===== src/rtl/dcd_inst_queue.sv =====
// Decoded-instruction FWFT queue between decode and allocate/rename, with almost-full stall and flush.
// Optional macro DIQ_BCK_LP_CNT_EN adds lp_cnt_out, a count of queued backward-loop entries.
module dcd_inst_queue #(
  parameter int DEPTH        = 8,
  parameter int AW           = 3,
  parameter int AFULL_MARGIN = 2
) (
  input  logic          clk,
  input  logic          rst,
  input  logic          flush_in,
  input  logic          wr_en_in,
  input  logic [65:0]   dcd_inst_in,
  input  logic          bck_lp_in,
  input  logic          rd_en_in,
  output logic [65:0]   dcd_inst_out,
  output logic          bck_lp_out,
  output logic          empty_out,
  output logic          full_out,
  output logic          afull_out,
  output logic [AW:0]   cnt_out
`ifdef DIQ_BCK_LP_CNT_EN
  ,
  output logic [AW:0]   lp_cnt_out
`endif
);

  localparam logic [AW:0]   FULL_CNT  = (AW+1)'(DEPTH);
  localparam logic [AW:0]   AFULL_CNT = (AW+1)'(DEPTH - AFULL_MARGIN);
  localparam logic [AW:0]   CNT_ONE   = (AW+1)'(1);
  localparam logic [AW-1:0] PTR_ONE   = AW'(1);

  logic [66:0]   mem_q [DEPTH];
  logic [AW-1:0] wr_ptr_q, wr_ptr_d;
  logic [AW-1:0] rd_ptr_q, rd_ptr_d;
  logic [AW:0]   count_q, count_d;
  logic          push, pop;
  logic [66:0]   head;

  assign empty_out = (count_q == '0);
  assign full_out  = (count_q == FULL_CNT);
  assign afull_out = (count_q >= AFULL_CNT);
  assign cnt_out   = count_q;

  // Words with the valid bit clear are dropped; a pop frees the slot a push into a full queue needs.
  assign pop  = rd_en_in & ~empty_out;
  assign push = wr_en_in & dcd_inst_in[65] & (~full_out | pop);

  assign head         = mem_q[rd_ptr_q];
  assign dcd_inst_out = empty_out ? '0 : head[65:0];
  assign bck_lp_out   = empty_out ? 1'b0 : head[66];

  always_comb begin
    wr_ptr_d = wr_ptr_q;
    rd_ptr_d = rd_ptr_q;
    count_d  = count_q;
    if (flush_in) begin
      wr_ptr_d = '0;
      rd_ptr_d = '0;
      count_d  = '0;
    end else begin
      if (push) wr_ptr_d = wr_ptr_q + PTR_ONE;
      if (pop)  rd_ptr_d = rd_ptr_q + PTR_ONE;
      case ({push, pop})
        2'b10:   count_d = count_q + CNT_ONE;
        2'b01:   count_d = count_q - CNT_ONE;
        default: count_d = count_q;
      endcase
    end
  end

  always_ff @(posedge clk) begin
    if (rst) begin
      wr_ptr_q <= '0;
      rd_ptr_q <= '0;
      count_q  <= '0;
    end else begin
      wr_ptr_q <= wr_ptr_d;
      rd_ptr_q <= rd_ptr_d;
      count_q  <= count_d;
    end
  end

  // Storage is not reset; stale contents are masked by the empty check on the outputs.
  always_ff @(posedge clk) begin
    if (push) mem_q[wr_ptr_q] <= {bck_lp_in, dcd_inst_in};
  end

`ifdef DIQ_BCK_LP_CNT_EN
  logic [AW:0] lp_cnt_q, lp_cnt_d;
  logic        lp_inc, lp_dec;

  assign lp_inc     = push & bck_lp_in;
  assign lp_dec     = pop & head[66];
  assign lp_cnt_out = lp_cnt_q;

  always_comb begin
    lp_cnt_d = lp_cnt_q;
    if (flush_in)
      lp_cnt_d = '0;
    else if (lp_inc && !lp_dec)
      lp_cnt_d = lp_cnt_q + CNT_ONE;
    else if (lp_dec && !lp_inc)
      lp_cnt_d = lp_cnt_q - CNT_ONE;
  end

  always_ff @(posedge clk) begin
    if (rst) lp_cnt_q <= '0;
    else     lp_cnt_q <= lp_cnt_d;
  end
`endif

endmodule


===== config.mk =====
export PLATFORM = sky130hd
export DESIGN_NAME = dcd_inst_queue
export DESIGN_NICKNAME = d
export VERILOG_FILES = /design/src/rtl/dcd_inst_queue.sv
export SDC_FILE = /design/constraint.sdc
export NUM_CORES = 1
export LEC_CHECK = 0
export ABC_AREA = 1
export BUFFER_PORTS_ARGS = -buffer_cell sky130_fd_sc_hd__buf_2
export CORE_ASPECT_RATIO = 1.5
export CORE_MARGIN = 10
export CORE_UTILIZATION = 30
export DETAILED_ROUTE_END_ITERATION = 7
export RECOVER_POWER = 50
export SYNTH_ARGS = -nofsm -noshare
export SYNTH_HDL_FRONTEND = slang
export SYNTH_SLANG_ARGS = --single-unit

===== constraint.sdc =====
create_clock -name clk -period 5.45 [get_ports clk]
set_input_delay 0.545 -clock clk [delete_from_list [all_inputs] [get_ports clk]]
set_output_delay 0.545 -clock clk [all_outputs]
set_load 0.1 [all_outputs]

==> results of run 1 <==
-- how the worst min path moves through the flow --
stage                              end  slack, ns  depth (start not counted)
after floorplan               register       0.43                          2
after global placement        register       0.46                          2
after detailed placement      register       0.46                          2
after CTS                 mem_q[1][33]       0.16                          1
after global routing      mem_q[6][26]       0.27                          1
final                     mem_q[5][26]       0.29                          1
-- cells in the mapped netlist --
| master | n |
|---|---|
| xor2_1 | 1 |
| a21oi_1 | 9 |
| inv_1 | 19 |
| clkbuf_2 | 1 |
| buf_6 | 14 |
| nand2_1 | 17 |
| buf_8 | 1 |
| buf_2 | 20 |
| nand3_1 | 9 |
| edfxtp_1 | 536 |
| nand2_2 | 1 |
| nor2_2 | 1 |
| o21ai_1 | 150 |
| fa_1 | 1 |
| o21ai_0 | 193 |
| buf_12 | 1 |
| buf_1 | 14 |
| mux2i_1 | 67 |
| nor2_1 | 417 |
| nand4_1 | 2 |
| o22ai_1 | 67 |
| buf_4 | 4 |
| dfxtp_1 | 13 |
| clkbuf_1 | 49 |
| inv_2 | 1 |
| ha_1 | 4 |
-- stage by stage --
step           cells  setup slack, ns  cell area [um2]  utilization, %  power [uW]
5_1_grt         2691             1.00            24800            34.7        9320
3_5_place_dp    2594             1.95            23200            32.5        5590
3_3_place_gp    2594             1.95            23200            32.5        5580
6_report        2691             1.42            24800            34.7        9020
2_1_floorplan   1612            0.582            21600               -        5370
4_1_cts         2690             1.29            24900            34.9        9140
-- power by group through the flow --
stage	sequential, uW	combinational [uW]	clock [uW]
finish	4690	798	3530
detailed placement	4780	816	0
floorplan	4780	591	0
CTS	4690	818	3630
global placement	4780	807	0
global route	4690	858	3770
-- cells by family after synthesis --
kind of cell             share of synthesized area (%)
flip-flops                                        75.6
buffers and inverters                             2.96
AO/OA/AOI/OAI                                     10.1
adder cells (fa/ha/maj)                          0.324
AND/OR/NAND/NOR                                   7.86
multiplexers                                      3.10
XOR/XNOR                                        0.0405
-- cell type report --
class,instances,area [um2],area share [%]
Sequential cell,549,16400,66.0
Multi-Input combinational cell,939,4680,18.9
Clock buffer,57,1320,5.32
Tap cell,915,1140,4.61
Timing Repair Buffer,171,866,3.49
Clock inverter,39,345,1.39
Inverter,20,80.1,0.323
Antenna cell,1,2.50,0.0101
-- per-layer routing --
| layer | up-vias | GRT usage [%] | wire (um) |
|---|---|---|---|
| li1 | 6139 | - | - |
| met1 | 6624 | 15.3 | 22700 |
| met2 | 337 | 22.2 | 26900 |
| met3 | 93 | 2.57 | 2850 |
| met4 | 12 | 4.22 | 1390 |
| met5 | - | 0 | 75 |
-- cells in the final DEF, fill, tap and decap left out, types with 3 or more instances in the layout --
cell type,instances
edfxtp_1,536
nor2_1,411
o21ai_0,193
o21ai_1,150
clkbuf_1,77
buf_2,74
mux2i_1,67
o22ai_1,67
clkbuf_16,52
buf_4,22
inv_1,18
nand2_1,17
clkinv_2,11
dfxtp_1,10
nand3_1,9
a21oi_1,9
clkinvlp_4,8
clkinv_1,8
nor2_4,7
inv_6,4
ha_1,4
bufinv_16,4
dfxtp_4,3
clkinv_4,3
buf_12,3
-- state kept, by name, indices dropped and copies added (netlist names), named ones only --
register	count
rd_ptr_q	3
wr_ptr_q	3
mem_q	536
cnt_out	4
-- critical path: stages (launching register included) --
cell and delay (ns):
dfxtp_4 0.94, buf_4 0.74, o21ai_0 0.21, o21ai_1 0.17, o21ai_1 0.08, nor2_1 0.20, buf_2 0.45
==> impl_results.md, run 1 <==
- Vias in the first global route: approximately 13k
- Min-Delay Startpoint: dcd_inst_in[26]
- CTS tree: yes
- LEAKAGE: roughly 0.0079 uW
- Initial antenna violation count: 8
- Fmax: approximately 250 MHz
- Mapped Cells: around 1.6k
- YS warnings: 0
- Worst R2R Setup Slack: about 2.1 ns
- DRC viols: 0
- Hold_ws: a little under 0.3 ns
- CP max FO: 87
- Post_cts resized: 0
- Syn Std Cell Area: about 22000 um2
- Chip height: approximately 350 um
- Violated checks: max-capacitance violations, max-slew violations
- CTS Buffer Depth: 3
- Syn Area/Cell: 13.4 um2
- Crit Reg-Reg Startpoint: cnt_out[0]
- Distinct cells, synth: 26
- Port bufs: roughly 150
- Gpl congestion: between 0.7 and 0.8
- Area Growth Syn to Fin: 14.7%
- Final Setup Violations: 0
- Register share of total power: 52.0%
- Worst slew pin tran: approximately 2.3 ns
- Combinational power share: approximately 8.8%
- Starting Density: around 30%
- Width of the die: approximately 240 um
- CP Class: register to primary output
- Clock tree root buffer cell: clkbuf_16
- VDD IR-drop max: 0.203 mV
- Area of the core: between 70000 and 80000 um2
- Maximum Capacitance Violations: 1
- Pre-antenna DRT Iters: 5
- Hold Crit Class: input port to register
- Setup bufs post-CTS: 0
- WP data required: a little under 5 ns
- DR iter-0 viols: a little under 1k
- Layout cells sized above 1: a little over a tenth
- RSZ-0062 raised after global routing: false
- Worst clock skew: 0.0200 ns
- Die area: ~83000 um2
- Largest cells by area after synthesis: edfxtp_1 (74%), nor2_1 (7.2%), o21ai_0 (4.5%)
- Nets@finish: roughly 1.8k
- Critical path arrival: 3.49 ns
- Switching power share of the total: about a quarter
- Final setup TNS: 0 ns
- Final wirelength: 53800 um
- Reg2Reg Depth: 7
- Drt wl/cell: about 20 um
- Clk slew on worst S/H paths: 0.07 ns
- Fillers: just under 7k
- GRT Total Usage: approximately an eighth
- Internal: 6770 uW
- Period utilization: about 74%
- Largest net degree at the start of global routing: between 150 and 200
- Clock power share: 39.2%
- ANT nets after route: 0
- Final Max Slew Viols: 30
- Gr ovfl total: 0
- # IOs: roughly 150
- Critical Path End: dcd_inst_out[30]
- Worst reg2reg endpoint: mem_q[3][64]
- H-tree depth: 2
- Slew margin rel.: -50.3%
- Status: finished, violations left
- Type of origin of the critical path: register
- Clk Latency, worst-skew pair: approximately 0.61 ns
- Worst setup EP type: primary output
- Drt via density: 4.91
- Hold Vio Cnt, Final: 0
- Mapped Nets: about 1.7k
- Yosys top cell area share: approximately three quarters
- Core Rows: 120
- Largest area contributor in the netlist: edfxtp_1
- Clk sinks: approximately 550
- Hold buffer count at CTS: 0
- Synth Register Bits: ~550
- Post-layout min period: roughly 4 ns
- Net Sw Power: ~2300 uW
- Pwr dens: approximately 360 nW/um2
- First-pass GRT wire length: 81400 um
- Inserted Clock Buffers: 51
- Post-DP HPWL: 28700 um
- Via count: between 10k and 15k
- Sequential share of the synthesized area: approximately 76%
Power figures use the tool's default switching activity.
==> run 2, diff against run 1 <==
--- a/config.mk
+++ b/config.mk
@@ -5,7 +5,7 @@
 export SDC_FILE = /design/constraint.sdc
 export NUM_CORES = 1
 export LEC_CHECK = 0
-export ABC_AREA = 1
+export ABC_AREA = 0
 export BUFFER_PORTS_ARGS = -buffer_cell sky130_fd_sc_hd__buf_2
 export CORE_ASPECT_RATIO = 1.5
 export CORE_MARGIN = 10
==> constraint.sdc (replaced) <==
create_clock -name clk -period 3.25 [get_ports clk]
set_input_delay 0.325 -clock clk [delete_from_list [all_inputs] [get_ports clk]]
set_output_delay 0.325 -clock clk [all_outputs]
set_load 0.1 [all_outputs]
==> run 2 against run 1 <==
Effect of this change:
- the flow still finishes with violations (max-capacitance violations, max-slew violations)
- register-to-register slack got worse by 1.9 ns
- utilization is 1.7 points higher
- global-route usage is 1.3 points lower
- sequential power grew 67%
- critical path depth decreased by 1
- wire length decreased by 13%
- combinational power fell by 3.8%
- die area fell by 2.3%
- critical endpoint unchanged
- largest cell class unchanged
- highest routed layer unchanged
==> impl_results.md, run 2 <==
- Largest cells by area after synthesis: edfxtp_1 (76%), mux4_2 (14%), mux2i_1 (3.2%) (was edfxtp_1 (74%), nor2_1 (7.2%), o21ai_0 (4.5%))
- Post-synth ARST share: 0% (unchanged)
- Slew margin rel.: -3.14% (was -50.3%)
- Maximum Capacitance Violations: 1 (unchanged)
- Nets@finish: 1273 (was 1809)
- Vias in the first global route: 11.3k (was 13.5k)
- Yosys top cell area share: 76.3% (was 74.4%)
- Cell with the most instances after synthesis: edfxtp_1 (unchanged)
- Clk Latency, worst-skew pair: 0.60 ns (was 0.61 ns)
- Reg2Reg Depth: 4 (was 7)
- Clk sinks: 549 (unchanged)
- Clk slew on worst S/H paths: 0.07 ns (about the same)
- ANT nets after route: 0 (unchanged)
- Min-Delay Startpoint: dcd_inst_in[53] (was dcd_inst_in[26])
- Sequential share of the synthesized area: 77.6% (was 75.6%)
- Port bufs: 145 (unchanged)
- Worst clock skew: 0.0188 ns (was 0.0200 ns)
- Worst setup EP type: primary output (unchanged)
- Worst Hold Endpoint: mem_q[5][53] (was mem_q[5][26])
- CP max FO: 25 (was 87)
- DRC viols: 0 (unchanged)
- Worst reg2reg endpoint: mem_q[2][39] (was mem_q[3][64])
- Clock tree root buffer cell: clkbuf_16 (unchanged)
- First-pass GRT wire length: 70800 um (was 81400 um)
- Post-DP HPWL: 27200 um (was 28700 um)
- CTS tree: yes (unchanged)
- Final wirelength: 46600 um (was 53800 um)
- Most flops, register: mem_q (unchanged)
- Type of origin of the critical path: register (unchanged)
- Worst slew pin tran: 1.53 ns (was 2.25 ns)
- LEAKAGE: 0.00785 uW (was 0.00795 uW)
- Syn Std Cell Area: 21100 um2 (was 21600 um2)
- Die area: 81500 um2 (was 83400 um2)
- Drt wl/cell: 21.7 um (was 20.0 um)
- Fmax: roughly 320 MHz
- Hold Crit Class: input port to register (unchanged)
- Largest register FFs: 536 (unchanged)
- CP Class: register to primary output (unchanged)
- Hold Crit Depth: 1 (unchanged)
- Synth Register Bits: 549 (unchanged)
- VDD IR-drop max: 0.409 mV (was 0.203 mV)
- Final Setup Violations: 0 (unchanged)
- Delay-heaviest family, CP: buffers and inverters (unchanged)
- Chip height: 345 um (was 349 um)
- Setup bufs post-CTS: 0 (unchanged)
- Mapped Cells: 945 (was 1612)
- CP max stage delay: 0.63 ns (was 0.94 ns)
- Cells after DPL: 1985 (was 2594)
- Hold buffer count at CTS: 64 (was 0)
- Mapped Nets: 1022 (was 1689)
- Pwr dens: 571 nW/um2 (was 363 nW/um2)
- Largest area contributor in the netlist: edfxtp_1 (unchanged)
- Period utilization: between 90% and 100%
- Width of the die: 236 um (was 239 um)
- RSZ-0062 raised after global routing: false (unchanged)
- YS warnings: 0 (unchanged)
- Most common cell after layout, fill and taps aside: edfxtp_1 (unchanged)
- Crit Reg-Reg Startpoint: cnt_out[0] (unchanged)
- Slowest-stage cell, CP: or4_4 (was dfxtp_4)
- # IOs: 146 (unchanged)
- Gpl congestion: 0.709 (was 0.724)
- Critical path arrival: 2.76 ns (was 3.49 ns)
- Area of the core: 70000 um2 (was 71500 um2)
- Hold Vio Cnt, Final: 0 (unchanged)
- Starting Density: 30.1% (was 30.3%)
- Largest net degree at the start of global routing: 54 (was 168)
- Initial antenna violation count: 2 (was 8)
- Violated checks: max-capacitance violations, max-slew violations (unchanged)
- Distinct cells, synth: 44 (was 26)
- Post-layout min period: 3.08 ns
- Hold_ws: 0.146 ns (was 0.294 ns)
- Most frequent cells in the layout: edfxtp_1 (536), mux4_2 (134), clkbuf_1 (79), nor2_1 (75), buf_2 (73) (was edfxtp_1 (536), nor2_1 (411), o21ai_0 (193), o21ai_1 (150), clkbuf_1 (77))
- Drt via density: 4.67 (was 4.91)
- Syn Area/Cell: 22.3 um2 (was 13.4 um2)
- Gr ovfl total: 0 (unchanged)
- Top post-synthesis cells by count: edfxtp_1 (536), mux4_2 (134), nor2_1 (78) (was edfxtp_1 (536), nor2_1 (417), o21ai_0 (193))
- Post-synth EDFFs: 536 (unchanged)
- Layout cells sized above 1: 28.2% (was 11.0%)
- H-tree depth: 2 (unchanged)
- Dominant synthesized flop cell: edfxtp_1 (unchanged)
- Status: finished, violations left (unchanged)
- WP buf/inv: 3 (was 2)
- Worst R2R Setup Slack: 0.20 ns (was 2.14 ns)
- GRT Total Usage: 11.4% (was 12.7%)
- Via count: 10.0k (was 13.2k)
- Core Rows: 119 (was 120)
- CP Cell Sequence: or4_4, clkinv_2, buf_4, nor2_1, buf_2 (was buf_4, o21ai_0, o21ai_1, o21ai_1, nor2_1, buf_2)
- WP data required: 2.92 ns (was 4.91 ns)
- Cell Count, Final, Fillers Out: 2146 (was 2691)
- Final Max Slew Viols: 7 (was 30)
- Post_cts resized: 0 (unchanged)
- Inserted Clock Buffers: 52 (was 51)
- Pre-antenna DRT Iters: 4 (was 5)
- Area Growth Syn to Fin: 21.0% (was 14.7%)
- DR iter-0 viols: 681 (was 977)
- CTS Buffer Depth: 3 (unchanged)
==> run 2: cells by family after synthesis <==
family / Yosys count / synth area share [%]
AND/OR/NAND/NOR: 107 / 2.24
AO/OA/AOI/OAI: 21 / 0.807
XOR/XNOR: 5 / 0.208
buffers and inverters: 56 / 1.29
multiplexers: 202 / 17.5
adder cells (fa/ha/maj): 5 / 0.332
flip-flops: 549 / 77.6
==> run 2: report_power, final <==
part	total (uW)	internal, uW	leakage [uW]	switching (uW)
registers	7830	7810	0.00495	15.2
clock network	5970	3400	0.000832	2570
logic	768	209	0.00207	559
total	14600	11400	0.00785	3150
==> run 2: cell type report <==
cell class	count	area [um2]
fill	6454	44500
sequential	549	16400
multi-input combinational	340	4510
timing repair buffer	248	1780
clock buffer	60	1350
tap	907	1130
clock inverter	36	328
inverter	5	20.0
antenna	1	2.50
==> run 2: worst max path at each step <==
stage / from / slack, ns / to / cells after the start
floorplan: cnt_out[0] / -0.45 / mem_q[0][0] / 5
global placement: cnt_out[2] / 0.71 / mem_q[5][43] / 4
detailed placement: cnt_out[2] / 0.68 / mem_q[5][40] / 4
CTS: register / 0.11 / dcd_inst_out[17] / 6
global route: register / 0.04 / dcd_inst_out[4] / 5
finish: cnt_out[0] / 0.17 / dcd_inst_out[30] / 5
==> run 2: routing by layer <==
| metal | vias to the layer above | routed length (um) | GRT usage [%] |
|---|---|---|---|
| met5 | - | 13 | 0 |
| met4 | 2 | 1020 | 3.70 |
| met3 | 60 | 2140 | 2.17 |
| met2 | 223 | 24300 | 20.0 |
| met1 | 5308 | 19100 | 13.9 |
| li1 | 4421 | - | - |
==> run 2: worst register-to-register path, delay by kind of cell (launching register included) <==
kind	cells	cell delay, ns
compound gates	1	1.23
buf+inv	1	0.34
simple gates	2	0.72
flops	1	0.41
==> run 2: stage by stage <==
stage | power, uW | utilization, % | setup TNS, ns | worst slack (ns) | instance area (um2)
finish | 14600 | 36.5 | 0 | 0.168 | 25500
global route | 15100 | 36.4 | 0 | 0.0355 | 25500
CTS | 14800 | 36.6 | 0 | 0.106 | 25600
detailed placement | 8710 | 33.3 | 0 | 0.677 | 23300
global placement | 8690 | 33.3 | 0 | 0.707 | 23300
floorplan | 8470 | - | -36.41 | -0.448 | 21200
